<file path="src/rtl/start_fifo_srl_ctrl.sv">
// Control plane for an SRL-based start-token FIFO: occupancy tracking, full/empty
// handshakes and the read index into an external shift-register storage array.
module start_fifo_srl_ctrl #(
    parameter int DATA_WIDTH = 1,
    parameter int ADDR_WIDTH = 1,
    parameter int DEPTH      = 2
) (
    input  logic                  clk,
    input  logic                  reset_n,
    input  logic                  if_write_ce,
    input  logic                  if_write,
    input  logic [DATA_WIDTH-1:0] if_din,
    output logic                  if_full_n,
    input  logic                  if_read_ce,
    input  logic                  if_read,
    output logic [DATA_WIDTH-1:0] if_dout,
    output logic                  if_empty_n,
    output logic [ADDR_WIDTH:0]   usedw,
    output logic                  srl_we,
    output logic [ADDR_WIDTH-1:0] srl_addr,
    output logic [DATA_WIDTH-1:0] srl_din,
    input  logic [DATA_WIDTH-1:0] srl_dout
);

    typedef enum logic [1:0] {
        RST_HOLD = 2'd0,
        EMPTY    = 2'd1,
        PARTIAL  = 2'd2,
        FULL     = 2'd3
    } state_t;

    localparam logic [ADDR_WIDTH:0] DEPTH_U = (ADDR_WIDTH + 1)'(DEPTH);

    state_t                state_q;
    logic                  full_n_q;
    logic                  empty_n_q;
    logic [ADDR_WIDTH:0]   usedw_q;
    logic [ADDR_WIDTH:0]   usedw_d;
    logic [ADDR_WIDTH-1:0] addr_q;
    logic [ADDR_WIDTH-1:0] addr_d;
    logic                  push;
    logic                  pop;

    // Handshakes are gated by the registered flags, so overflow/underflow cannot occur.
    always_comb begin
        push    = if_write_ce & if_write & full_n_q;
        pop     = if_read_ce & if_read & empty_n_q;
        usedw_d = usedw_q;
        if (push && !pop) begin
            usedw_d = usedw_q + 1'b1;
        end else if (pop && !push) begin
            usedw_d = usedw_q - 1'b1;
        end
        // Newest entry sits at index 0, so the oldest is always at occupancy-1.
        addr_d = (usedw_d == '0) ? '0 : ADDR_WIDTH'(usedw_d - 1'b1);
    end

    always_ff @(posedge clk or negedge reset_n) begin
        if (!reset_n) begin
            state_q   <= RST_HOLD;
            full_n_q  <= 1'b0;
            empty_n_q <= 1'b0;
            usedw_q   <= '0;
            addr_q    <= '0;
        end else begin
            usedw_q <= usedw_d;
            addr_q  <= addr_d;
            case (state_q)
                RST_HOLD: begin
                    state_q   <= EMPTY;
                    full_n_q  <= 1'b1;
                    empty_n_q <= 1'b0;
                end
                EMPTY: begin
                    if (push) begin
                        state_q   <= PARTIAL;
                        empty_n_q <= 1'b1;
                    end
                end
                PARTIAL: begin
                    if (usedw_d == DEPTH_U) begin
                        state_q  <= FULL;
                        full_n_q <= 1'b0;
                    end else if (usedw_d == '0) begin
                        state_q   <= EMPTY;
                        empty_n_q <= 1'b0;
                    end
                end
                FULL: begin
                    if (pop) begin
                        state_q  <= PARTIAL;
                        full_n_q <= 1'b1;
                    end
                end
                default: begin
                    state_q   <= RST_HOLD;
                    full_n_q  <= 1'b0;
                    empty_n_q <= 1'b0;
                end
            endcase
        end
    end

    assign if_full_n  = full_n_q;
    assign if_empty_n = empty_n_q;
    assign usedw      = usedw_q;
    assign srl_addr   = addr_q;
    assign srl_we     = push;
    assign srl_din    = if_din;
    assign if_dout    = srl_dout;

endmodule

</file>
<file path="config.mk">
export PLATFORM = sky130hd
export DESIGN_NAME = start_fifo_srl_ctrl
export DESIGN_NICKNAME = d
export VERILOG_FILES = /design/src/rtl/start_fifo_srl_ctrl.sv
export SDC_FILE = /design/constraint.sdc
export NUM_CORES = 1
export LEC_CHECK = 0
export CORE_AREA = 8 8 45 47
export CTS_BUF_LIST = sky130_fd_sc_hd__clkbuf_8
export CTS_CLUSTER_SIZE = 30
export DETAILED_ROUTE_END_ITERATION = 7
export DIE_AREA = 0 0 53 55
export HOLD_SLACK_MARGIN = 0.03
export PLACE_DENSITY_LB_ADDON = 0.05
export SLEW_MARGIN = 25
export SYNTH_ARGS = -nofsm -noshare
export SYNTH_HDL_FRONTEND = slang
export SYNTH_SLANG_ARGS = --single-unit
</file>
<file path="constraint.sdc">
create_clock -name clk -period 1.54 [get_ports clk]
set_input_delay 0.308 -clock clk [delete_from_list [all_inputs] [get_ports clk]]
set_output_delay 0.308 -clock clk [all_outputs]
set_load 0.005 [all_outputs]
</file>
Yosys cells after proc, flatten, opt, wreduce, memory -nomap -nowiden --
Cells that the tools add are included.
Storage, ports and cells: bits in registers 7, bits of input ports 8, output and inout port bits 8
Cells by class: add/subtract/negate cells 3, equality and inequality tests 10, mux-type cells 15, bitwise gates (word level) 4, reduce and logical (&&, ||, !) cells 11
Operators with widths (number):
- $mux 2 | 6
- $ne 2x2->1 const B | 5
- $pmux 2 s4 | 1
- $eq 2x2->1 const B | 3
- $mux 1 | 6
- $pmux 1 s3 | 2
- $reduce_and 3->1 | 2
- $reduce_bool 3->1 | 2
- $and 1x1->1 | 4
- $logic_not 2->1 | 2
- $reduce_and 4->1 | 1
- $ne 3x3->1 const B | 1
- $add 2x1->2 const B | 1
- $eq 2x1->1 const B | 1
- $logic_and 1x1->1 | 2
- $logic_not 1->1 | 2
- $sub 2x1->2 const B | 1
- $sub 1x1->1 const B | 1

Logic depth before layout (Yosys ltp) --
depth in word-level cells 10, depth in mapped cells 6, gate-level depth less buffers 6

Worst setup path before layout --
No wires, ideal clock.
kind reg2reg, start register full_n_q, in the netlist if_full_n, end register empty_n_q, in the netlist if_empty_n, arrival 1.401 ns, slack 0.014 ns, stages on the path, launching flop included 6, buffers on the path 0, cell sequence dfrtp_1 -> nand3_2 -> xnor3_2 -> o21ai_2 -> a21oi_2 -> mux2_4
On the way: word-level cells in the longest chain between the ends 8, elaborated cells on any way between the ends 12, classes of those cells eq/ne: 4; mux: 2; bitwise: 1; reduce/logical: 5
Ends and longest elaborated chain:
- from (decl) | RTL line 35 | logic full_n_q;
- from (signal assigned) | RTL line 61 | full_n_q <= 1'b0;
- from (signal assigned) | RTL line 71 | full_n_q <= 1'b1;
- from (signal assigned) | RTL line 83 | full_n_q <= 1'b0;
- $and 1x1->1 (*) | RTL line 46 | push = if_write_ce & if_write & full_n_q;
- $logic_not 1->1 | RTL line 51 | end else if (pop && !push) begin
- $logic_and 1x1->1 | RTL line 51
- $mux 2 | RTL line 51
- $mux 2 | RTL line 49 | if (push && !pop) begin
- $eq 2x2->1 or $logic_not 2->1 (tied branches) | RTL line 81, 84
- $ne 2x2->1 (no source line)
- $reduce_and 4->1 (no source line) (*)
- to (signal assigned) | RTL line 62 | empty_n_q <= 1'b0;
- to (signal assigned) | RTL line 77 | empty_n_q <= 1'b1;
- to (signal assigned) | RTL line 86 | empty_n_q <= 1'b0;
- to (decl) | RTL line 36 | logic empty_n_q;
Mark *: on every way between the ends. The rest lies on a longest branch, timed or not. A chain may end at the register's enable or synchronous reset.

Final worst setup path --
Same ends and word-level chain as after synthesis.

==> results.yml <==
clock_network:
  clock_latency_ps: 230
  ctsLongestPathBuffers: 2
  cts_buffers: 3
  clock-sinks: 7
  clk_pin_slew_ps: 40
  cts_hold_buffers: 0
  h-tree-depth: 1
  root_buffer: "clkbuf_8"
  cts_tree: "built"
synth:
  avgSynthCellArea_um2: 11.2
  yosysWarnings: 0
  ys_seq_area_share_pct: 38.3
  synth.top_cell.area_share_pct: 38.3
  synth_seq_cells: 7
  synth_edf_count: 0
  yosysTopAreaCell: "dfrtp_1"
  synth.distinct_cells: 24
  ys_top_cells_by_area: "dfrtp_1 38%, ha_1 11%, xnor3_2 5.2%"
  async_reset_ff_share_pct: 100
  synthCells: 41
  synth_area_um2: 458
  synthesis.nets: 53
  synth_ff_type: "dfrtp_1"
timing:
  finalSetupTns_ps: -239
  fin_crit_ps: 1650
  slew_headroom_pct: 75.8
  hold_violations: 0
  maxSlewViolCount: 0
  worst_pin_slew_ps: 361
  skew_ps: 2.40
  setup_slack_ps: -105
  rsz0062_at_grt: "true"
  post-route-period-util_pct: 107
  setup_viol: 4
  timing.fmax_mhz: 608
critical_path:
  required_ps: 1650
  path_buf_inv: 2
  cp_common_cell: "buf_4"
  worst-path-stages: 7
  worstPathMaxFanout: 4
  critical_path_class: "flip-flop to flip-flop"
  path_delay_family: "flip-flops"
  max_stage_delay_ps: 410
  ff2ff_path_depth: 7
  crit_slowest_cell: "dfrtp_1"
  crit_arrival_ps: 1760
  worstSetupStartpointType: "flip-flop"
  end_kind: "flip-flop"
  worstPathCellList: "buf_4, nand3_2, buf_4, xnor3_2, o21ai_2, a21oi_2, mux2_4"
power:
  max-vdd-ir-drop_uv: 904
  cellPowerDensity_nw_per_um2: 2220
  total_leakage_power_nw: 0.376
floorplan:
  dieArea_um2: 2920
  die_x_um: 53
  io_pins: 16
  die_y_um: 55
  initial_core_util_pct: 33.1
  coreArea_um2: 1380
  num_rows: 14
placement:
  numPlacedInstances: 74
  gp_congestion: 0.824
  hpwl_um: 903
  postPlaceCellArea_um2: 633
  portBuffers: 11
route:
  top_layer: "met4"
  dr_wl_met3_um: 142
  via_per_inst: 4.87
  drc: 0
  drt-initial-drc-count: 3
  ant_nets: 0
  wl_per_cell_um: 15.7
  wirelength_um: 1300
  dr.pass1.iters: 3
  met1_length_um: 522
  met2_length_um: 615
  num_vias: 404
global_routing:
  track_usage_pct: 9.79
  grt_antenna_before_repair: 0
  grt_max_degree: 8
  first_global_vias: 407
  grt_overflow: 0
  grt_first_pass_wirelength_um: 2040
cells_and_area:
  area_growth_pct: 61.7
  fillers: 132
  utilization_pct: 53.5
  design_area_um2: 741
  multi_input_area_um2: 275
  drive_gt1_share_pct: 43.3
  diodes: 0
  ff_latch_area_um2: 175
  fin_cells: 83
  final_nets: 80
outcome:
  status: "complete, but fails checks"
  violations: "negative setup slack"
hold_path:
  hp-class: "primary input to asynchronous set/reset pin"
flow_run:
  maxCapViolations: 0
-- path summary, 6_finish.rpt --
check	startpoint	endpoint	slack (ps)
max	if_full_n$_DFFE_PN0P_	if_empty_n$_DFFE_PN0P_	-110
min	reset_n	usedw[0]$_DFF_PN0_	360
max reg2reg	if_full_n$_DFFE_PN0P_	if_empty_n$_DFFE_PN0P_	-110
min reg2reg	state_q[1]$_DFFE_PN0P_	state_q[1]$_DFFE_PN0P_	560
max in group asynchronous	reset_n	if_empty_n$_DFFE_PN0P_	920
min in group clk	state_q[1]$_DFFE_PN0P_	state_q[1]$_DFFE_PN0P_	560
-- sequential cells by signal (all words and copies together) (netlist names) --
signal	cells
usedw	2
srl_addr	1
state_q	2
if_full_n	1
if_empty_n	1
-- through the flow --
| stage | hold slack (ps) | worst slack, ps | total power [mW] |
|---|---|---|---|
| floorplan | 12.4 | 14.2 | 0.859 |
| global placement | 516 | -401 | 1.21 |
| detailed placement | 545 | -442 | 1.25 |
| CTS | 374 | -120 | 1.55 |
| global route | 387 | -169 | 1.77 |
| finish | 358 | -105 | 1.64 |
-- worst reg2reg max path: cells and delay by family (launching register included) --
kind / cells / cell delay (ps)
mux: 1 / 290
buf+inv: 2 / 260
xor+xnor: 1 / 300
compound gates: 2 / 200
flops: 1 / 410
simple gates: 1 / 60
-- Yosys cell counts (2+ instances only) --
| master | number |
|---|---|
| a21oi_1 | 2 |
| nand2_1 | 3 |
| dfrtp_1 | 7 |
| buf_4 | 2 |
| inv_1 | 5 |
| ha_1 | 4 |
-- what timing repair did --
item                                    CTS  global route
buffers inserted                          4             2
gates resized for setup                   7             6
endpoints found under the setup margin    7             6
pin swaps                                 5             4
-- report_power, final --
part | switching [mW] | total (mW) | internal, mW | leakage (nW)
registers | 0.0815 | 0.361 | 0.279 | 0.0818
logic | 0.437 | 1.02 | 0.583 | 0.268
clock network | 0.0864 | 0.259 | 0.173 | 0.0269
-- routing by layer --
metal  vias to the layer above  GRT usage [%]
met5                         -              0
met3                         5           5.35
met4                         0           6.47
met2                        14           14.8
li1                        195              -
met1                       190           10.4
-- cells in the final DEF (no fill, tap or decap), drive strengths merged, types with 2 or more instances in the layout --
cell type,count
buf,13
inv,6
ha,4
nand3,2
clkdlybuf4s50,4
clkbuf,3
nand2,3
dlygate4sd2,6
dfrtp,7
a21oi,3
-- kinds of logic after synthesis --
| family | share of synthesized area (%) |
|---|---|
| AND/OR/NAND/NOR | 12.6 |
| AO/OA/AOI/OAI | 15.8 |
| buffers and inverters | 7.38 |
| flip-flops | 38.3 |
| adder cells (fa/ha/maj) | 10.9 |
| XOR/XNOR | 8.74 |
| multiplexers | 6.28 |
-- area by class of cell --
cell class / count / area share [%]
Clock buffer: 3 / 5.57
Clock inverter: 1 / 0.507
Inverter: 5 / 2.53
Multi-Input combinational cell: 27 / 37.2
Sequential cell: 7 / 23.6
Tap cell: 16 / 2.70
Timing Repair Buffer: 24 / 27.9
Power figures use the tool's default switching activity.
